===== src/rtl/alu_seq_pkg.sv =====
// alu_seq_pkg: operation codes, FSM states and shift-op range for the sequential ALU
package alu_seq_pkg;

    typedef enum logic [3:0] {
        OP_ADD   = 4'd0,
        OP_SUB   = 4'd1,
        OP_ADC   = 4'd2,
        OP_SBC   = 4'd3,
        OP_AND   = 4'd4,
        OP_OR    = 4'd5,
        OP_XOR   = 4'd6,
        OP_NOT   = 4'd7,
        OP_NAND  = 4'd8,
        OP_NOR   = 4'd9,
        OP_SHL   = 4'd10,
        OP_SHR   = 4'd11,
        OP_ASR   = 4'd12,
        OP_PASSB = 4'd13
    } op_t;

    typedef enum logic {IDLE = 1'b0, SHIFT = 1'b1} state_t;

    localparam logic [3:0] OP_SHIFT_FIRST = 4'd10;
    localparam logic [3:0] OP_SHIFT_LAST  = 4'd12;

endpackage


===== src/rtl/alu_shift_step.sv =====
// alu_shift_step: one power-of-two shift stage (distance 1<<stage) with the last bit shifted out
module alu_shift_step #(
    parameter int WIDTH = 16,
    parameter int SHW   = $clog2(WIDTH),
    localparam int IW   = (SHW > 1) ? $clog2(SHW) : 1
) (
    input  logic [WIDTH-1:0] i_data,
    input  logic [IW-1:0]    i_stage,
    input  logic             i_left,
    input  logic             i_arith,
    output logic [WIDTH-1:0] o_data,
    output logic             o_bit
);

    logic [SHW-1:0]          w_dist;
    logic [SHW-1:0]          w_lidx;
    logic [SHW-1:0]          w_ridx;
    logic signed [WIDTH-1:0] w_asr;

    assign w_dist = SHW'(1) << i_stage;
    // WIDTH is a power of two, so WIDTH-dist wraps exactly into SHW bits as -dist
    assign w_lidx = ~w_dist + SHW'(1);
    assign w_ridx = w_dist - SHW'(1);
    assign w_asr  = $signed(i_data) >>> w_dist;

    // select direction and report the bit that falls off the end
    always_comb begin
        o_data = i_left ? (i_data << w_dist) : (i_arith ? w_asr : (i_data >> w_dist));
        o_bit  = i_left ? i_data[w_lidx] : i_data[w_ridx];
    end

endmodule


===== src/rtl/alu_seq.sv =====
// alu_seq: registered ALU, single-cycle arith/logic, shifts one power-of-two stage per clock
module alu_seq
    import alu_seq_pkg::*;
#(
    parameter int WIDTH = 16,
    localparam int SHW  = $clog2(WIDTH)
) (
    input  logic             i_clock,
    input  logic             i_reset,
    input  logic             i_start,
    input  logic [3:0]       i_op,
    input  logic [WIDTH-1:0] i_a,
    input  logic [WIDTH-1:0] i_b,
    input  logic             i_cin,
    input  logic             i_zero_a,
    input  logic             i_sh_b,
    input  logic [SHW-1:0]   i_sh_amt,
    output logic             o_busy,
    output logic             o_done,
    output logic [WIDTH-1:0] o_result,
    output logic             o_flag_z,
    output logic             o_flag_n,
    output logic             o_flag_c,
    output logic             o_flag_v
);

    localparam int IW = (SHW > 1) ? $clog2(SHW) : 1;

    state_t           r_state;
    logic [WIDTH-1:0] r_data;
    logic [SHW-1:0]   r_amt;
    logic             r_left;
    logic             r_arith;

    logic             w_idle;
    logic             w_is_shift;
    logic             w_use_sh;
    logic [WIDTH-1:0] w_step_in;
    logic [SHW-1:0]   w_step_amt;
    logic             w_left;
    logic             w_arith;
    logic [IW-1:0]    w_hi;
    logic [SHW-1:0]   w_rem;
    logic [WIDTH-1:0] w_step_out;
    logic             w_step_bit;
    logic [WIDTH-1:0] w_sh_res;
    logic             w_sh_c;
    logic [WIDTH-1:0] w_a;
    logic [WIDTH-1:0] w_bx;
    logic             w_cin;
    logic [WIDTH:0]   w_sum;
    logic [WIDTH-1:0] w_alu_res;
    logic             w_alu_c;
    logic             w_alu_v;
    logic [WIDTH-1:0] w_res;

    assign w_idle     = (r_state == IDLE);
    assign w_is_shift = (i_op >= OP_SHIFT_FIRST) && (i_op <= OP_SHIFT_LAST);
    assign w_use_sh   = !w_idle || w_is_shift;

    // in IDLE the first stage works on the live operands, afterwards on the latched ones
    assign w_step_in  = w_idle ? (i_sh_b ? i_b : i_a) : r_data;
    assign w_step_amt = w_idle ? i_sh_amt : r_amt;
    assign w_left     = w_idle ? (i_op == OP_SHL) : r_left;
    assign w_arith    = w_idle ? (i_op == OP_ASR) : r_arith;

    // pick the highest pending stage and the stage bits left after applying it
    always_comb begin
        w_hi = '0;
        for (int k = 0; k < SHW; k++)
            if (w_step_amt[k]) w_hi = IW'(k);
        w_rem    = w_step_amt & ~(SHW'(1) << w_hi);
        w_sh_res = (|w_step_amt) ? w_step_out : w_step_in;
        w_sh_c   = (|w_step_amt) ? w_step_bit : 1'b0;
    end

    alu_shift_step #(.WIDTH(WIDTH), .SHW(SHW)) u_step (
        .i_data  (w_step_in),
        .i_stage (w_hi),
        .i_left  (w_left),
        .i_arith (w_arith),
        .o_data  (w_step_out),
        .o_bit   (w_step_bit)
    );

    // ZeroA only affects ops 0-3; odd arith ops subtract via inverted B
    assign w_a   = (i_zero_a && i_op[3:2] == 2'b00) ? '0 : i_a;
    assign w_bx  = i_op[0] ? ~i_b : i_b;
    assign w_cin = i_op[1] ? i_cin : i_op[0];
    assign w_sum = {1'b0, w_a} + {1'b0, w_bx} + {{WIDTH{1'b0}}, w_cin};

    // single-cycle arithmetic and logic; reserved codes fall through to PASSB
    always_comb begin
        w_alu_res = i_b;
        w_alu_c   = 1'b0;
        w_alu_v   = 1'b0;
        case (i_op)
            OP_ADD, OP_SUB, OP_ADC, OP_SBC: begin
                w_alu_res = w_sum[WIDTH-1:0];
                w_alu_c   = w_sum[WIDTH];
                w_alu_v   = (w_a[WIDTH-1] == w_bx[WIDTH-1]) && (w_sum[WIDTH-1] != w_a[WIDTH-1]);
            end
            OP_AND:  w_alu_res = i_a & i_b;
            OP_OR:   w_alu_res = i_a | i_b;
            OP_XOR:  w_alu_res = i_a ^ i_b;
            OP_NOT:  w_alu_res = ~i_a;
            OP_NAND: w_alu_res = ~(i_a & i_b);
            OP_NOR:  w_alu_res = ~(i_a | i_b);
            default: w_alu_res = i_b;
        endcase
    end

    assign w_res = w_use_sh ? w_sh_res : w_alu_res;

    // control FSM: load/step shifts, commit result and flags, pulse Done
    always_ff @(posedge i_clock or posedge i_reset) begin
        if (i_reset) begin
            r_state  <= IDLE;
            r_data   <= '0;
            r_amt    <= '0;
            r_left   <= 1'b0;
            r_arith  <= 1'b0;
            o_busy   <= 1'b0;
            o_done   <= 1'b0;
            o_result <= '0;
            o_flag_z <= 1'b0;
            o_flag_n <= 1'b0;
            o_flag_c <= 1'b0;
            o_flag_v <= 1'b0;
        end else begin
            o_done <= 1'b0;
            if (i_start || !w_idle) begin
                if (w_use_sh && (|w_rem)) begin
                    r_data  <= w_sh_res;
                    r_amt   <= w_rem;
                    r_left  <= w_left;
                    r_arith <= w_arith;
                    o_busy  <= 1'b1;
                    r_state <= SHIFT;
                end else begin
                    o_result <= w_res;
                    o_flag_z <= (w_res == '0);
                    o_flag_n <= w_res[WIDTH-1];
                    o_flag_c <= w_use_sh ? w_sh_c : w_alu_c;
                    o_flag_v <= w_use_sh ? 1'b0 : w_alu_v;
                    o_done   <= 1'b1;
                    o_busy   <= 1'b0;
                    r_state  <= IDLE;
                end
            end
        end
    end

endmodule

===== config.mk =====
export PLATFORM = sky130hd
export DESIGN_NAME = alu_seq
export DESIGN_NICKNAME = d
export VERILOG_FILES = /design/src/rtl/alu_seq_pkg.sv /design/src/rtl/alu_shift_step.sv /design/src/rtl/alu_seq.sv
export SDC_FILE = /design/constraint.sdc
export NUM_CORES = 1
export LEC_CHECK = 0
export CAP_MARGIN = 20
export CORE_UTILIZATION = 50
export DETAILED_ROUTE_END_ITERATION = 10
export DONT_BUFFER_PORTS = 1
export PLACE_DENSITY_LB_ADDON = 0.15
export REMOVE_ABC_BUFFERS = 1
export SLEW_MARGIN = 20
export SYNTH_ARGS = -nofsm -noshare
export SYNTH_HDL_FRONTEND = slang
export SYNTH_SLANG_ARGS = --single-unit

===== constraint.sdc =====
create_clock -name i_clock -period 5 [get_ports i_clock]
set_input_delay 0.5 -clock i_clock [delete_from_list [all_inputs] [get_ports i_clock]]
set_output_delay 0.5 -clock i_clock [all_outputs]
set_load 0.1 [all_outputs]

==> results.yml <==
cts:
  cts_root_buf: "clkbuf_16"
  post_cts_buffers: 0
  cts_tree: "yes"
  clk_pin_slew_ns: 0.06
  cts_buffers: 5
  cts_resized: 0
  cts.path.max_buffers: 2
  hold_buffers: 0
  clock_latency_ns: 0.29
  clock_sinks: 43
  htree_num_levels: 2
cells_and_area:
  postLayoutCoreUtil_pct: 51.98
  drive_above_1_share_pct: 9.779
  area_delta_synth_final_pct: 1.954
  diodes: 0
  final_nets: 953
timing:
  min_period_ns: 3.620
  slew_viol_final: 0
  finalClockSkew_ns: 0.007223
  hold_viol_final: 0
  worst_slack_ns: 1.380
  tightest_slew_ns: 1.006
  post-route-period-util_pct: 72.39
  slew_headroom_pct: 32.91
  setup_viol: 0
  rsz0062_at_grt: "no"
  max_freq_mhz: 276.3
power_and_ir_drop:
  p_per_area_nw_per_um2: 294.5
  power_switching_share_pct: 53.09
  p_leak_nw: 2.902
  pwr-share-clk_pct: 16.5
  peakVddDrop_uv: 258.3
  p_comb_share_pct: 41.4
  netSwitchingPower_mw: 1.072
  p_seq_share_pct: 42.1
  intPower_mw: 0.9471
synthesis:
  ys_types: 85
  postSynthAreaPerCell_um2: 7.497
  synth-seq-cells: 43
  synth_cells: 897
  synth_flop_cell: "dfrtp_1"
  synth_edf_count: 0
  yosys.area.top_type: "dfrtp_1"
  async_flop_share_pct: 100.0
  synthesis.area_um2: 6725
  yosysTopAreaCellShare_pct: 16.00
  yosysMostFrequentCell: "nand2_1"
  synth_seq_area_share_pct: 16.00
  synth_common_cells: "nand2_1, nor2_1, o21ai_0"
  synth_warnings: 0
  synth_area_leaders: "dfrtp_1, ha_1, nand2_1"
worst_setup_path:
  worstSetupPathType: "reg -> reg"
  crit_path_cell_trace: "mux2i_1, nand3_1, o221ai_1, nand2_1, inv_1, nand2_1, nand2_1"
  end_kind: "flip-flop"
  worstPathArrival_ns: 3.85
  slowest_stage: "mux2i_1"
  slowest_delay_ns: 0.72
  timing.rr.start: "r_state"
  worstReg2RegEnd: "o_result[9]"
  worst-path-buf-inv: 1
  cp-start-kind: "flip-flop"
  crit_required_ns: 5.23
  r2r_cells: 7
  timing.critical_path.mode_cell: "nand2_1"
  crit_fanout: 27
  cpLargestDelayFamily: "simple AND/OR/NAND/NOR gates"
  r2r_slack_ns: 1.38
global_routing:
  grt_pass1_vias: 7052
  grt_max_degree: 60
  grt_pass1_wl_mm: 40.49
  antenna_found_initial: 0
  track_usage_pct: 37.24
  grt_remaining_overflow: 0
floorplanning:
  die_w_um: 118.0
  die-area_um2: 13920
  io_pins: 68
  start_util_pct: 50.99
  fp-row-count: 42
  coreArea_um2: 13190
  die_y_um: 118.0
placed_design:
  numPortBuffers: 0
  gp_congestion: 0.9408
  place_hpwl_mm: 19.28
  dp_slack_ns: 1.181
job:
  drv_cap: 0
detailed_routing:
  drtAntennaViolNets: 0
  drcViolationCount: 0
  drt-vias-per-instance: 6.958
  route.vias.total: 7202
  wl_per_cell_um: 24.72
  drt-total-wl_mm: 25.59
  drtPass1Iterations: 6
  dr.first_iter.drc_count: 891
hold_path:
  min_path_type: "in -> async"
run_status:
  status: "finished, final reports clean"
==> cell type report <==
type / instances / area (um2)
Sequential cell: 43 / 1079
Fill cell: 1340 / 6334
Tap cell: 176 / 220.2
Clock inverter: 3 / 20.02
Multi-Input combinational cell: 738 / 5079
Inverter: 51 / 191.4
Timing Repair Buffer: 19 / 142.6
Clock buffer: 5 / 125.1
==> flip-flops by register name, indices dropped and copies added (netlist names) <==
signal    flops
r_amt         4
o_flag_c      1
o_flag_z      1
r_state       1
o_result     16
o_flag_v      1
r_left        1
r_data       16
o_done        1
r_arith       1
==> through the flow <==
stage                TNS, ns  total power, mW  cells  hold WS [ns]  area (um2)
floorplan           -0.03283            1.403    832        0.4300        6346
global placement           0            1.653   1027        0.4450        6711
detailed placement         0            1.666   1027        0.4624        6711
CTS                        0            2.002   1035        0.3265        6857
global route               0            2.132   1035        0.3823        6857
finish                     0            2.019   1035        0.2886        6857
==> cells by family after synthesis <==
logic type                 after synthesis  share of synthesized area (%)
adders and majority gates               50                          9.488
and+or+nand+nor                        307                          22.31
buffers and inverters                  116                          8.484
AOI/OAI and AO/OA                      298                          30.74
xor gates and xnor gates                21                          2.735
DFF                                     43                          16.00
muxes                                   62                          10.25
==> how the worst max path moves through the flow <==
stage / startpoint / to / slack (ns) / depth (start not counted)
after floorplan: r_state / o_flag_z / -0.03 / 9
after global placement: i_op[0] / o_flag_z / 1.27 / 12
after detailed placement: i_op[0] / o_flag_z / 1.18 / 12
after CTS: i_op[0] / o_flag_z / 1.48 / 12
after global routing: i_op[0] / o_flag_z / 1.15 / 12
final: r_state / o_result[9] / 1.38 / 7
==> power by group through the flow <==
stage | clock network [mW] | logic [mW] | registers (mW)
2_1_floorplan | 0 | 0.583 | 0.820
3_3_place_gp | 0 | 0.802 | 0.850
3_5_place_dp | 0 | 0.811 | 0.855
4_1_cts | 0.338 | 0.816 | 0.848
5_1_grt | 0.354 | 0.914 | 0.865
6_report | 0.333 | 0.835 | 0.851
==> routing by layer <==
metal	GRT usage, %	vias up	routed length (um)
li1	-	3263	-
met1	52.61	3451	11020
met2	54.08	425	10770
met3	8.527	63	2705
met4	15.38	0	1094
met5	0	-	0
==> cells in the final DEF (no fill, tap or decap), drive strengths merged, types with 7 or more instances in the layout <==
| master | n |
|---|---|
| nor4 | 9 |
| o22ai | 20 |
| nor2 | 73 |
| nand3 | 19 |
| nand2b | 11 |
| o211ai | 14 |
| ha | 47 |
| nor3 | 24 |
| nand2 | 103 |
| xor2 | 17 |
| nand4 | 9 |
| dfrtp | 43 |
| or2 | 7 |
| inv | 50 |
| a31oi | 13 |
| a22oi | 12 |
| or3 | 8 |
| o21ai | 63 |
| nor3b | 7 |
| buf | 19 |
| o221ai | 9 |
| a211oi | 17 |
| o21a | 8 |
| a21oi | 47 |
| a2111oi | 7 |
| mux2 | 27 |
| nor2b | 17 |
| mux2i | 34 |
| a221oi | 13 |
| o31ai | 11 |
Note: power is estimated with default switching activity, not from simulation.
